**src/rtl/key_shift_loader.sv**
```systemverilog
// ---------------------------------------------------------------------------
// key_shift_loader
//
// Serial key loader for a locked controller FSM. A key arrives MSB first
// over a valid/ready handshake, is shifted into a holding register and, once
// complete, is committed to the parallel keyinput bus. The downstream FSM is
// held in reset (fsm_rst=1) until the committed key has been stable on the
// bus for one full cycle. A load_start in any state restarts the load.
//
// Optional feature (compile-time macro): KEY_LOADER_PARITY_EN
//   defined   : every load carries one extra even-parity beat after the key
//               bits; a parity mismatch enters ERROR and sets err.
//   undefined : loads are exactly KEY_W beats and err is tied low.
//
// Parameters
//   KEY_W      key width presented to the downstream FSM, 1..32
//
// Ports
//   clk        clock, rising edge
//   rst        asynchronous active-low reset
//   load_start single-cycle request to begin a new load
//   sdata      serial key bit, MSB first
//   svalid     sdata valid; held until accepted
//   sready     beat accepted this cycle when svalid && sready
//   keyinput   committed parallel key (registered)
//   key_valid  keyinput holds a committed key
//   fsm_rst    active-high reset for the downstream FSM (registered)
//   busy       load in progress (SHIFT, PARITY or COMMIT)
//   err        last load failed; sticky until the next load_start
// ---------------------------------------------------------------------------
module key_shift_loader #(
  parameter int KEY_W = 8
) (
  input  logic             clk,
  input  logic             rst,
  input  logic             load_start,
  input  logic             sdata,
  input  logic             svalid,
  output logic             sready,
  output logic [KEY_W-1:0] keyinput,
  output logic             key_valid,
  output logic             fsm_rst,
  output logic             busy,
  output logic             err
);

  localparam int CNT_W = $clog2(KEY_W + 1);

  typedef enum logic [2:0] {
    IDLE,
    SHIFT,
    PARITY,
    COMMIT,
    ARMED,
    ERROR
  } state_t;

  state_t           state;
  logic [KEY_W-1:0] shreg;
  logic [KEY_W-1:0] shreg_next;
  logic [CNT_W-1:0] cnt;
  logic             last_beat;

  // Shift written as shift-or so it also holds for KEY_W == 1.
  assign shreg_next = (shreg << 1) | KEY_W'(sdata);
  assign last_beat  = (cnt == CNT_W'(KEY_W - 1));

  // A restart in the same cycle blocks the beat so no stale bit leaks into
  // the fresh load.
  assign sready = ((state == SHIFT) || (state == PARITY)) && !load_start;
  assign busy   = (state == SHIFT) || (state == PARITY) || (state == COMMIT);

`ifdef KEY_LOADER_PARITY_EN
  logic err_q;
  assign err = err_q;
`else
  assign err = 1'b0;
`endif

  // NOTE: sequential state uses non-blocking assignments only, so every
  // register samples pre-edge values regardless of statement order.
  // NOTE: the shift register is a plain register, not a memory, so it is
  // reset along with the rest of the state and costs nothing extra.
  always_ff @(posedge clk or negedge rst) begin
    if (!rst) begin
      state     <= IDLE;
      shreg     <= '0;
      cnt       <= '0;
      keyinput  <= '0;
      key_valid <= 1'b0;
      fsm_rst   <= 1'b1;
`ifdef KEY_LOADER_PARITY_EN
      err_q     <= 1'b0;
`endif
    end else if (load_start) begin
      // Fresh entry from any state; keyinput keeps its previous value until
      // the next commit (or an error zeroes it).
      state     <= SHIFT;
      shreg     <= '0;
      cnt       <= '0;
      key_valid <= 1'b0;
      fsm_rst   <= 1'b1;
`ifdef KEY_LOADER_PARITY_EN
      err_q     <= 1'b0;
`endif
    end else begin
      case (state)
        IDLE: ;

        SHIFT: begin
          // sready is high here because load_start is low on this branch.
          if (svalid) begin
            shreg <= shreg_next;
            cnt   <= cnt + 1'b1;
            if (last_beat) begin
`ifdef KEY_LOADER_PARITY_EN
              state <= PARITY;
`else
              state <= COMMIT;
`endif
            end
          end
        end

`ifdef KEY_LOADER_PARITY_EN
        PARITY: begin
          if (svalid) begin
            // Even parity: the parity bit equals the XOR of all key bits.
            if (sdata == ^shreg) begin
              state <= COMMIT;
            end else begin
              state     <= ERROR;
              err_q     <= 1'b1;
              keyinput  <= '0;
              key_valid <= 1'b0;
              fsm_rst   <= 1'b1;
            end
          end
        end

        ERROR: ;
`endif

        COMMIT: begin
          keyinput  <= shreg;
          key_valid <= 1'b1;
          state     <= ARMED;
        end

        // Releasing reset one edge after the commit keeps the key stable on
        // the bus for a full cycle before the downstream FSM runs.
        ARMED: fsm_rst <= 1'b0;

        default: state <= IDLE;
      endcase
    end
  end

endmodule

```
**config.mk**
```make
export PLATFORM = sky130hd
export DESIGN_NAME = key_shift_loader
export DESIGN_NICKNAME = d
export VERILOG_FILES = /design/src/rtl/key_shift_loader.sv
export SDC_FILE = /design/constraint.sdc
export NUM_CORES = 1
export LEC_CHECK = 0
export ABC_AREA = 1
export BUFFER_PORTS_ARGS = -buffer_cell sky130_fd_sc_hd__buf_4
export CORE_MARGIN = 1.5
export CORE_UTILIZATION = 41
export CTS_CLUSTER_DIAMETER = 30
export DETAILED_ROUTE_END_ITERATION = 8
export SLEW_MARGIN = 10
export SYNTH_ARGS = -nofsm -noshare
export SYNTH_HDL_FRONTEND = slang
export SYNTH_SLANG_ARGS = --single-unit
```
**constraint.sdc**
```tcl
create_clock -name clk -period 1.4 [get_ports clk]
set_clock_uncertainty 0.1 [all_clocks]
set_input_delay 0.07 -clock clk [delete_from_list [all_inputs] [get_ports clk]]
set_output_delay 0.07 -clock clk [all_outputs]
set_load 0.01 [all_outputs]
```
==> impl_metrics.json, run 1 <==
{
  "run_status": "completed",
  "p_int_mw": 0.883,
  "switching_power_mw": 0.288,
  "cap_violations": 0,
  "synth_area_leaders": "dfrtp_1, nand2_1, o21ai_2",
  "min_period_over_period_pct": 99.1,
  "synth_edf_count": 0,
  "fmax_mhz": 720,
  "irDropWorstVdd_mv": 0.604,
  "final_cell_mix": "nand2_1, dfrtp_1, buf_4",
  "dr.pass1.iters": 4,
  "initial_core_util_pct": 44.5,
  "final_nets": 152,
  "cts.sinks": 25,
  "gr-usage-all-layers_pct": 12.5,
  "p_leak_nw": 0.691,
  "ctsLongestPathBuffers": 2,
  "die_width_um": 55.8,
  "end_kind": "output pin",
  "synthFlopType": "dfrtp_1",
  "cp_max_fo": 9,
  "ys_ff_latch": 25,
  "synth.distinct_cells": 22,
  "grt_pass1_wl_mm": 3.17,
  "fp.dieH_um": 55.8,
  "drt_iter0_drc": 8,
  "drc": 0,
  "p_per_area_nw_per_um2": 866,
  "cts-htree-levels": 1,
  "synth_area_um2": 1140,
  "postLayoutCellArea_um2": 1350,
  "antenna_cells": 0,
  "yosys.area.top_type": "dfrtp_1",
  "instances_no_fill": 175,
  "antenna_found_initial": 0,
  "slew_violations": 0,
  "start_kind": "input pin",
  "syn2layout_area_growth_pct": 18.3,
  "grt-ovfl-total": 0,
  "root_buffer": "clkbuf_4",
  "grt_pass1_vias": 754,
  "combinationalPowerShare_pct": 8.3,
  "viasPerCell": 4.78,
  "place_congestion": 0.724,
  "hold_viol": 0,
  "hp-class": "in2async",
  "arrival_ns": 1.22,
  "routed_wirelength_mm": 1.86,
  "ys_seq_area_share_pct": 54.8,
  "wl_per_cell_um": 10.6,
  "synth.avg_cell_area_um2": 9.22,
  "clkPwrFrac_pct": 27.8,
  "drtAntennaViolNets": 0,
  "fill_cells": 256,
  "holdWs_ns": 0.0670,
  "postPlaceCellArea_um2": 1270,
  "row_count": 18,
  "cts_buffers": 3,
  "mostFrequentLayoutCell": "nand2_1",
  "grt_max_degree": 26,
  "crit_required_ns": 1.23,
  "drive_gt1_share_pct": 26.9,
  "rsz0062_at_grt": "yes",
  "vias": 837,
  "cts.clk_slew.worst_paths_ns": 0.14,
  "hpwl_mm": 1.28,
  "die_area_um2": 3120,
  "clk_latency_ns": 0.31,
  "netlist.area_leader.share_pct": 52.5,
  "cts_tree": "yes",
  "swShare_pct": 24.6,
  "final.setup.tns_ns": 0,
  "syn_inst": 124,
  "finalSetupViolCount": 0,
  "io_pins": 18,
  "dp.cells": 166,
  "io_buffers": 16,
  "core-area_um2": 2570,
  "synth_nets": 130,
  "fin_crit_ns": 1.39,
  "yosys_warnings": 0,
  "path_class": "in2out",
  "synth-async-reset-ratio_pct": 100,
  "p_seq_share_pct": 63.9
}
logic make-up after synthesis:
kind of cell               count (synthesis)  synth area share (%)
AOI/OAI and AO/OA                         13                  8.53
DFF                                       25                  54.8
buffers and inverters                     22                  9.08
and+or+nand+nor                           62                  26.1
adders and majority gates                  1                  1.09
other                                      1                 0.328
per-stage QoR:
stage	total power, mW	setup slack [ns]	util [%]
floorplan	0.819	0.250	-
finish	1.17	0.0119	52.7
global placement	0.850	0.134	49.4
CTS	1.19	0.0108	52.7
detailed placement	0.852	0.106	49.4
global route	1.23	-0.0537	52.7
worst max-delay path: stages:
cell           delay [ns]
dlygate4sd3_1        0.53
buf_4                0.18
nor4_2               0.27
buf_4                0.16
registers in the layout (all words and copies together) (netlist names):
register	flops
keyinput	8
shreg	8
cnt	4
state	3
fsm_rst	1
key_valid	1
routing by layer:
metal	vias up	GRT usage [%]	wire, um
met3	2	2.09	66
met2	19	20.9	881
met4	0	4.08	15
met5	-	0	0
li1	426	-	-
met1	390	16.5	899
final cells by class:
type / count / area, um2 / area share [%]
Multi-Input combinational cell: 77 / 419 / 31.0
Tap cell: 30 / 37.5 / 2.78
Clock buffer: 3 / 22.5 / 1.67
Clock inverter: 1 / 7.51 / 0.555
Inverter: 17 / 63.8 / 4.72
Timing Repair Buffer: 22 / 175 / 13.0
Sequential cell: 25 / 627 / 46.3
path summary, 6_finish.rpt:
path                             from     endpoint  slack (ns)  cells past startpoint
min in group clk             shreg[7]     shreg[7]        0.40                      2
max                        load_start       sready        0.01                      4
min reg2reg                  shreg[7]     shreg[7]        0.40                      2
min                               rst  keyinput[3]        0.07                      2
max reg2reg                  state[2]     shreg[0]        0.09                      6
max in group asynchronous         rst      fsm_rst        0.84                      2
cells in the mapped netlist (all sizes together), types with 2 or more instances:
| library cell | n |
|---|---|
| nor2 | 14 |
| nand3 | 11 |
| a21oi | 2 |
| dfrtp | 24 |
| o21ai | 10 |
| buf | 5 |
| inv | 17 |
| nand2 | 33 |
| nand4 | 2 |
what timing repair did:
action                                  CTS  global route
hold endpoints to repair                 29             0
resized for setup                         1             1
setup buffers                             1             0
hold buffers                              4             0
endpoints found under the setup margin    1             1
power groups by stage:
stage / combinational (mW) / sequential (mW) / clock [mW]
final: 0.0971 / 0.749 / 0.325
after global placement: 0.0883 / 0.762 / 0
after floorplan: 0.0589 / 0.760 / 0
after CTS: 0.100 / 0.749 / 0.343
after detailed placement: 0.0900 / 0.762 / 0
after global routing: 0.112 / 0.751 / 0.366
Note: power is estimated with default switching activity, not from simulation.
==> run 2, diff against run 1 <==
- CTS_BUF_LIST: unset -> sky130_fd_sc_hd__clkbuf_8 sky130_fd_sc_hd__clkbuf_16
==> run 2 against run 1 <==
  * Power up 9.4%
  * Critical path depth unchanged
  * Fmax up 2.3%
  * Non-clock buffer count fell by 1
  * Routed wire length is 0.70% higher
  * Worst setup slack better by 0.032 ns
  * Register-to-register slack hardly changed
  * Sequential power is essentially flat
  * Core utilization grew 1.1 points
  * Hold slack improved by 0.058 ns
  * First-iteration DRC count stayed put
  * Combinational power hardly changed
  * Critical path type unchanged
  * Largest power group unchanged
==> impl_metrics.json, run 2 (synthesized netlist as in run 1, its figures left out) <==
{
  "run_status": "completed",
  "cts.clk_slew.worst_paths_ns": 0.09,
  "clkPwrFrac_pct": 33.7,
  "rr_endpoint": "shreg[0]",
  "min_period_over_period_pct": 96.9,
  "reg2regPathDepth": 6,
  "regToRegSetupSlack_ns": 0.08,
  "dr.pass1.iters": 4,
  "cts-htree-levels": 1,
  "drc": 0,
  "combinationalPowerShare_pct": 7.8,
  "syn2layout_area_growth_pct": 20.7,
  "p_total_mw": 1.28,
  "p_leak_nw": 0.696,
  "io_buffers": 16,
  "worstReg2RegStart": "state[2]",
  "clk_latency_ns": 0.27,
  "finalSetupViolCount": 0,
  "cts_buffers": 3,
  "antenna_cells": 0,
  "cts.sinks": 25,
  "drt_iter0_drc": 8,
  "grt-ovfl-total": 0,
  "place_congestion": 0.724,
  "fmax_mhz": 737,
  "mostFrequentLayoutCell": "nand2_1",
  "hpwl_mm": 1.28,
  "ctsLongestPathBuffers": 2,
  "gr-usage-all-layers_pct": 12.8,
  "switching_power_mw": 0.303,
  "p_int_mw": 0.978,
  "final_core_util_pct": 53.8,
  "end_kind": "output pin",
  "final_nets": 151,
  "fp.dieH_um": 55.8,
  "root_buffer": "clkbuf_8",
  "path_class": "in2out",
  "cp-startpoint": "load_start",
  "grt_pass1_wl_mm": 3.16,
  "drtAntennaViolNets": 0,
  "grt_pass1_vias": 738,
  "hp-class": "in2async",
  "routed_wirelength_mm": 1.88,
  "cap_violations": 0,
  "io_pins": 18,
  "cts_tree": "yes",
  "row_count": 18,
  "cp_max_fo": 9,
  "postLayoutCellArea_um2": 1380,
  "p_per_area_nw_per_um2": 928,
  "initial_core_util_pct": 44.5,
  "slew_violations": 0,
  "top_regs": "keyinput (8), shreg (8), cnt (4)",
  "core-area_um2": 2570,
  "drive_gt1_share_pct": 27.8,
  "viasPerCell": 4.73,
  "p_seq_share_pct": 58.4,
  "start_kind": "input pin",
  "swShare_pct": 23.7,
  "die_width_um": 55.8,
  "postPlaceCellArea_um2": 1270,
  "crit_required_ns": 1.23,
  "hold_viol": 0,
  "grt_max_degree": 26,
  "irDropWorstVdd_mv": 0.622,
  "arrival_ns": 1.19,
  "final.setup.tns_ns": 0,
  "die_area_um2": 3120,
  "vias": 823,
  "fin_crit_ns": 1.36,
  "wl_per_cell_um": 10.8,
  "cts_setup_buffers": 0,
  "final_cell_mix": "nand2_1, dfrtp_1, buf_4",
  "antenna_found_initial": 0
}
-- run 2: metal layers --
metal	track usage, %	up-vias	wire [um]
li1	-	425	-
met1	16.6	377	931
met2	20.4	17	870
met3	2.79	4	56
met4	6.12	0	17
met5	0	-	0
-- run 2: through the flow --
| stage | hold slack, ns | std cells | setup slack, ns |
|---|---|---|---|
| CTS | 0.135 | 174 | 0.0114 |
| detailed placement | -0.107 | 166 | 0.106 |
| floorplan | -0.326 | 124 | 0.250 |
| global placement | -0.109 | 166 | 0.134 |
| global route | 0.159 | 174 | -0.000517 |
| finish | 0.125 | 174 | 0.0435 |
-- run 2: worst max-delay path, cell delays in order --
cell	delay [ns]
dlygate4sd3_1	0.55
buf_6	0.15
nor4_4	0.26
buf_4	0.16
-- run 2: layout make-up --
type / instances / area, um2
clock buffers: 3 / 41.3
repair buffers: 21 / 171
multi-input cells: 77 / 430
fillers: 253 / 1190
flip-flops and latches: 25 / 628
inverters: 17 / 63.8
clock inverters: 1 / 7.51
well taps: 30 / 37.5
-- run 2: power groups by stage --
stage,clock (mW),sequential [mW],combinational (mW)
floorplan,0,0.760,0.0589
global placement,0,0.762,0.0883
detailed placement,0,0.762,0.0900
CTS,0.451,0.748,0.100
global route,0.479,0.750,0.115
finish,0.432,0.748,0.100
-- run 2: worst max path at each step --
| stage | slack, ns | cells past startpoint | end |
|---|---|---|---|
| floorplan | 0.25 | 5 | shreg[3] |
| global placement | 0.13 | 6 | cnt[3] |
| detailed placement | 0.11 | 6 | shreg[0] |
| CTS | 0.01 | 4 | sready |
| global route | -0.0005 | 6 | shreg[5] |
| finish | 0.04 | 4 | sready |
-- run 2: timing repair --
| action | 4_1_cts | 5_1_grt |
|---|---|---|
| setup endpoints to repair | 1 | 1 |
| hold buffers | 4 | 0 |
| resized for setup | 1 | 5 |
| hold endpoints to repair | 27 | 0 |
